$ cat config.mk
export PLATFORM = sky130hd
export DESIGN_NAME = ex_mem_stage
export DESIGN_NICKNAME = d
export VERILOG_FILES = /design/src/rtl/ex_pkg.sv /design/src/rtl/ex_skid_buf.sv /design/src/rtl/ex_mem_stage.sv
export SDC_FILE = /design/constraint.sdc
export NUM_CORES = 1
export LEC_CHECK = 0
export CORE_MARGIN = 3
export CORE_UTILIZATION = 40
export DETAILED_ROUTE_END_ITERATION = 7
export PLACE_DENSITY = 0.67
export SYNTH_ARGS = -nofsm -noshare
export SYNTH_HDL_FRONTEND = slang
export SYNTH_SLANG_ARGS = --single-unit
$ cat constraint.sdc
create_clock -name clk -period 1.99 [get_ports clk]
set_input_delay 0.398 -clock clk [delete_from_list [all_inputs] [get_ports clk]]
set_output_delay 0.398 -clock clk [all_outputs]
set_load 0.01 [all_outputs]
$ cat src/rtl/ex_pkg.sv
// rtl/ex_pkg.sv - shared types and opcode constants for the EX/MEM stage
package ex_pkg;

  localparam int EX_DATA_W = 32;
  localparam int EX_REG_AW = 5;

  localparam logic [3:0] ALUC_ADD = 4'b0010;
  localparam logic [3:0] ALUC_SUB = 4'b0011;

  typedef struct packed {
    logic [EX_DATA_W-1:0] r;
    logic                 zero;
    logic [EX_REG_AW-1:0] rd;
    logic                 wreg;
    logic                 mem_we;
    logic                 mem_re;
    logic [EX_DATA_W-1:0] pc;
    logic [EX_DATA_W-1:0] store_data;
  } ex_entry_t;

  function automatic logic is_add_sub(input logic [3:0] aluc);
    return (aluc == ALUC_ADD) || (aluc == ALUC_SUB);
  endfunction

endpackage

$ cat src/rtl/ex_skid_buf.sv
// rtl/ex_skid_buf.sv - generic 2-entry valid/ready skid buffer with flush
// Main entry drives the output; skid catches the one beat accepted while main stalls.
module ex_skid_buf
  import ex_pkg::*;
#(
  parameter type T = ex_entry_t
) (
  input  logic clk,
  input  logic rst,
  input  logic flush,
  input  logic in_valid,
  output logic in_ready,
  input  T     in_data,
  output logic out_valid,
  input  logic out_ready,
  output T     out_data
);

  T     main_q, main_d;
  T     skid_q, skid_d;
  logic main_vld_q, main_vld_d;
  logic skid_vld_q, skid_vld_d;
  logic accept;
  logic pop;

  assign in_ready  = !skid_vld_q && !rst;
  assign out_valid = main_vld_q;
  assign out_data  = main_q;
  assign accept    = in_valid && in_ready;
  assign pop       = main_vld_q && out_ready;

  always_comb begin
    main_d     = main_q;
    skid_d     = skid_q;
    main_vld_d = main_vld_q;
    skid_vld_d = skid_vld_q;
    if (flush) begin
      main_vld_d = 1'b0;
      skid_vld_d = 1'b0;
    end else if (pop && skid_vld_q) begin
      main_d     = skid_q;
      skid_vld_d = 1'b0;
    end else if (pop || !main_vld_q) begin
      main_vld_d = accept;
      if (accept) main_d = in_data;
    end else if (accept) begin
      skid_d     = in_data;
      skid_vld_d = 1'b1;
    end
  end

  always_ff @(posedge clk) begin
    if (rst) begin
      main_q     <= '0;
      skid_q     <= '0;
      main_vld_q <= 1'b0;
      skid_vld_q <= 1'b0;
    end else begin
      main_q     <= main_d;
      skid_q     <= skid_d;
      main_vld_q <= main_vld_d;
      skid_vld_q <= skid_vld_d;
    end
  end

endmodule

$ cat src/rtl/ex_mem_stage.sv
// rtl/ex_mem_stage.sv - EX->MEM pipeline stage with skid buffer and overflow trap
// Trap detection is built only when ALU_OVF_TRAP_EN is defined.
module ex_mem_stage
  import ex_pkg::*;
#(
  parameter int DATA_W = 32,
  parameter int REG_AW = 5
) (
  input  logic              clk,
  input  logic              rst,
  input  logic              in_valid,
  output logic              in_ready,
  input  logic [DATA_W-1:0] alu_r,
  input  logic              alu_zero,
  input  logic              alu_overflow,
  input  logic [3:0]        aluc,
  input  logic [REG_AW-1:0] rd,
  input  logic              wreg,
  input  logic              mem_we,
  input  logic              mem_re,
  input  logic [DATA_W-1:0] pc,
  input  logic [DATA_W-1:0] store_data,
  input  logic              flush,
  output logic              out_valid,
  input  logic              out_ready,
  output logic [DATA_W-1:0] out_r,
  output logic              out_zero,
  output logic [REG_AW-1:0] out_rd,
  output logic              out_wreg,
  output logic              out_mem_we,
  output logic              out_mem_re,
  output logic [DATA_W-1:0] out_pc,
  output logic [DATA_W-1:0] out_store_data,
  output logic              exc_valid,
  output logic [DATA_W-1:0] exc_pc
);

  ex_entry_t in_entry;
  ex_entry_t head;
  logic      trap;

`ifdef ALU_OVF_TRAP_EN
  logic              exc_valid_q, exc_valid_d;
  logic [DATA_W-1:0] exc_pc_q, exc_pc_d;

  // The trap is raised on accept, independent of any flush in the same cycle.
  assign trap = in_valid && in_ready && alu_overflow && is_add_sub(aluc);

  always_comb begin
    exc_valid_d = trap;
    exc_pc_d    = trap ? pc : exc_pc_q;
  end

  always_ff @(posedge clk) begin
    if (rst) begin
      exc_valid_q <= 1'b0;
      exc_pc_q    <= '0;
    end else begin
      exc_valid_q <= exc_valid_d;
      exc_pc_q    <= exc_pc_d;
    end
  end

  assign exc_valid = exc_valid_q;
  assign exc_pc    = exc_pc_q;
`else
  logic unused_trap_inputs;
  assign unused_trap_inputs = ^{alu_overflow, aluc};
  assign trap      = 1'b0;
  assign exc_valid = 1'b0;
  assign exc_pc    = '0;
`endif

  always_comb begin
    in_entry.r          = alu_r;
    in_entry.zero       = alu_zero;
    in_entry.rd         = rd;
    in_entry.wreg       = wreg && !trap;
    in_entry.mem_we     = mem_we && !trap;
    in_entry.mem_re     = mem_re && !trap;
    in_entry.pc         = pc;
    in_entry.store_data = store_data;
  end

  ex_skid_buf #(.T(ex_entry_t)) u_skid (
    .clk       (clk),
    .rst       (rst),
    .flush     (flush),
    .in_valid  (in_valid),
    .in_ready  (in_ready),
    .in_data   (in_entry),
    .out_valid (out_valid),
    .out_ready (out_ready),
    .out_data  (head)
  );

  assign out_r          = head.r;
  assign out_zero       = head.zero;
  assign out_rd         = head.rd;
  assign out_wreg       = head.wreg;
  assign out_mem_we     = head.mem_we;
  assign out_mem_re     = head.mem_re;
  assign out_pc         = head.pc;
  assign out_store_data = head.store_data;

endmodule

==> impl_metrics.py <==
metrics = {
    "outcome": {
        "status": "finished, final reports clean",
    },
    "grt": {
        "grt_use_met2": 0.3641,
        "grt-ovfl-total": 0,
        "grt_usage": 0.2243,
        "top_usage_layer": "met2",
        "gr-usage-met1": 0.3083,
        "grt_start_max_net_pins": 132,
        "grtUsageMet3": 0.04457,
        "grt_pass1_vias": 9538,
        "grt_antenna_before_repair": 2,
        "grt_first_pass_wirelength_mm": 52.39,
    },
    "detailed_routing": {
        "wl_per_cell_um": 19.77,
        "first_pass_iters": 5,
        "via_per_inst": 5.882,
        "drc": 0,
        "via_count": 9681,
        "drt_iter0_drc": 889,
        "ant_nets": 0,
        "wl_mm": 32.54,
    },
    "floorplanning": {
        "io-pin-count": 255,
        "core_area_sq_um": 24680,
        "die_area_sq_um": 27440,
        "fp.dieW_um": 165.6,
        "start_util": 0.4131,
        "die_h_um": 165.6,
        "rows": 57,
    },
    "setup_path": {
        "required_ps": 1590,
        "cp_cell_sequence": "buf_4, nor2_1, dlygate4sd2_1",
        "crit_type": "flop to output port",
        "cp.arrival_ps": 1530,
        "slowest_delay_ps": 380,
        "rr_worst_depth": 5,
        "critPathSlowestCell": "dfxtp_2",
        "cp-end-kind": "output port",
        "worstSetupStartpointType": "flop",
        "worst-path-max-fanout": 8,
    },
    "min_path": {
        "hold_class": "input port to flop",
        "worstHoldPathCells": 5,
    },
    "place": {
        "hpwl_mm": 20.17,
        "port_buffers": 216,
        "dp_slack_ps": -365.8,
        "gp_congestion": 0.7734,
        "dp_cells": 1604,
        "place_area_sq_um": 13010,
    },
    "final_layout": {
        "layout-drive-gt1-share": 0.1226,
        "fin_cells": 1646,
        "area_growth_pct": 34.74,
        "final_cell_area_sq_um": 13740,
        "nets": 1421,
        "fillers": 2202,
    },
    "clock_tree": {
        "clkTransAtPathRegs_ps": 60,
        "cts_tree": "done",
        "numCtsBuffers": 24,
        "ctsResizeCount": 5,
        "post_cts_buffers": 0,
        "holdBufCountCts": 0,
        "cts_buffer_depth": 3,
        "cts.htree.levels": 1,
        "clk_latency_ps": 510,
        "root_buffer": "clkbuf_16",
        "cts.sinks": 212,
    },
    "logic_synthesis": {
        "syn_inst": 1138,
        "yosys.area.top_type_share": 0.4163,
        "ys_warn_count": 0,
        "synthDistinctLibCells": 27,
        "ys_seq_area_frac": 0.4163,
        "synth.avg_cell_area_sq_um": 8.959,
        "syn_area_sq_um": 10190,
        "ys_ff_latch": 212,
        "synth_area_leaders": "dfxtp_1 (42%), a21oi_1 (10%), mux2i_1 (10%)",
        "yosysTopAreaCell": "dfxtp_1",
    },
    "sta": {
        "fin_ws_ps": 59.41,
        "fin_skew_ps": 14.71,
        "setup_violations": 0,
        "slew_violations": 0,
        "tightest_slew_ps": 974.8,
        "rsz0062_at_grt": "false",
        "fmax_ghz": 0.5180,
        "fin_crit_ps": 1931,
        "relSlewSlack": 0.3501,
        "fin_crit_sh": 0.9701,
        "timing_hold_violations_final": 0,
    },
    "power_and_ir_drop": {
        "p_per_area_nw_per_um2": 725.9,
        "p_leak_nw": 5.171,
        "ir_drop_uv": 490.7,
    },
    "flow_run": {
        "max_cap_violations": 0,
    },
}
==> metal layers <==
layer  wire length (um)  vias up
met4                630        2
met2              15280      404
li1                   -     4559
met1              14080     4670
met5                 13        -
met3               2537       46
==> final timing paths <==
check | from | end | slack [ps]
max reg2reg | u_skid.skid_vld_q | u_skid.out_data[37] | 220
max | u_skid.skid_vld_q | in_ready | 60
min reg2reg | u_skid.skid_q[61] | u_skid.skid_q[61] | 470
min | rst | u_skid.skid_q[92] | 410
==> stage by stage <==
stage	hold WS [ps]	power (W)	setup TNS, ps	util
after floorplan	453.2	0.005231	0	-
after global placement	458.7	0.005882	-32520	0.5272
after detailed placement	465.4	0.005905	-38620	0.5272
after CTS	399.9	0.01005	0	0.5566
after global routing	433.6	0.01035	0	0.5567
final	411.6	0.009971	0	0.5567
==> sequential cells by signal (all words and copies together), names as in the netlist <==
name,count
u_skid.out_data,105
u_skid.skid_q,105
u_skid.out_valid,1
u_skid.skid_vld_q,1
==> cell usage after synthesis <==
| library cell | count |
|---|---|
| a21oi_1 | 212 |
| dfxtp_1 | 212 |
| nand3_1 | 106 |
| o21ai_0 | 106 |
| mux2i_1 | 105 |
| nor3_1 | 105 |
| clkbuf_1 | 91 |
| a2111oi_2 | 50 |
| a2111oi_0 | 41 |
| buf_4 | 40 |
| buf_2 | 33 |
| a2111oi_1 | 14 |
| buf_6 | 6 |
| clkbuf_4 | 2 |
| nand2b_1 | 2 |
| nor2_1 | 2 |
| a211oi_1 | 1 |
| and2_1 | 1 |
| buf_1 | 1 |
| clkinv_1 | 1 |
| conb_1 | 1 |
| inv_1 | 1 |
| nand4bb_1 | 1 |
| nor3b_4 | 1 |
| nor4bb_1 | 1 |
| o211a_4 | 1 |
| or2_1 | 1 |
==> cell type report <==
class | count | area [sq um] | area share
timing repair buffer | 283 | 3114 | 0.2267
inverter | 2 | 8.758 | 0.0006376
antenna | 1 | 2.502 | 0.0001822
multi-input combinational | 783 | 5234 | 0.3810
sequential | 212 | 4249 | 0.3093
clock buffer | 37 | 700.7 | 0.05101
tap | 324 | 405.4 | 0.02951
clock inverter | 4 | 22.52 | 0.001639
==> placed cells by master, fill, tap and decap left out, types with 2 or more instances in the layout <==
| master | synthesis | layout |
|---|---|---|
| clkdlybuf4s50_1 | 0 | 213 |
| a21oi_1 | 212 | 212 |
| dfxtp_1 | 212 | 210 |
| o21ai_0 | 106 | 106 |
| nand3_1 | 106 | 105 |
| mux2i_1 | 105 | 105 |
| nor3_1 | 105 | 105 |
| a2111oi_2 | 50 | 50 |
| a2111oi_0 | 41 | 41 |
| buf_12 | 0 | 36 |
| conb_1 | 1 | 33 |
| buf_4 | 40 | 31 |
| clkbuf_16 | 0 | 25 |
| a2111oi_1 | 14 | 14 |
| clkbuf_1 | 91 | 9 |
| clkinv_2 | 0 | 4 |
| clkbuf_8 | 0 | 3 |
| dlygate4sd2_1 | 0 | 2 |
==> where the power goes <==
part / switching (W) / internal [W] / total, W
clock network: 0.00175 / 0.00241 / 0.00415
registers: 0.0000823 / 0.00434 / 0.00443
logic: 0.000723 / 0.000669 / 0.00139
==> critical path, delay by kind of cell, from the launching register on <==
kind	cells	cell delay, ps
buf+inv	2	460
flops	1	380
simple gates	1	180
==> kinds of logic after synthesis <==
logic type	share of synthesized area
flops	0.4163
mux	0.1031
buf+inv	0.08836
simple gates	0.1107
other cells	0.0003678
compound gates	0.2812
(Power assumes the default switching activity.)
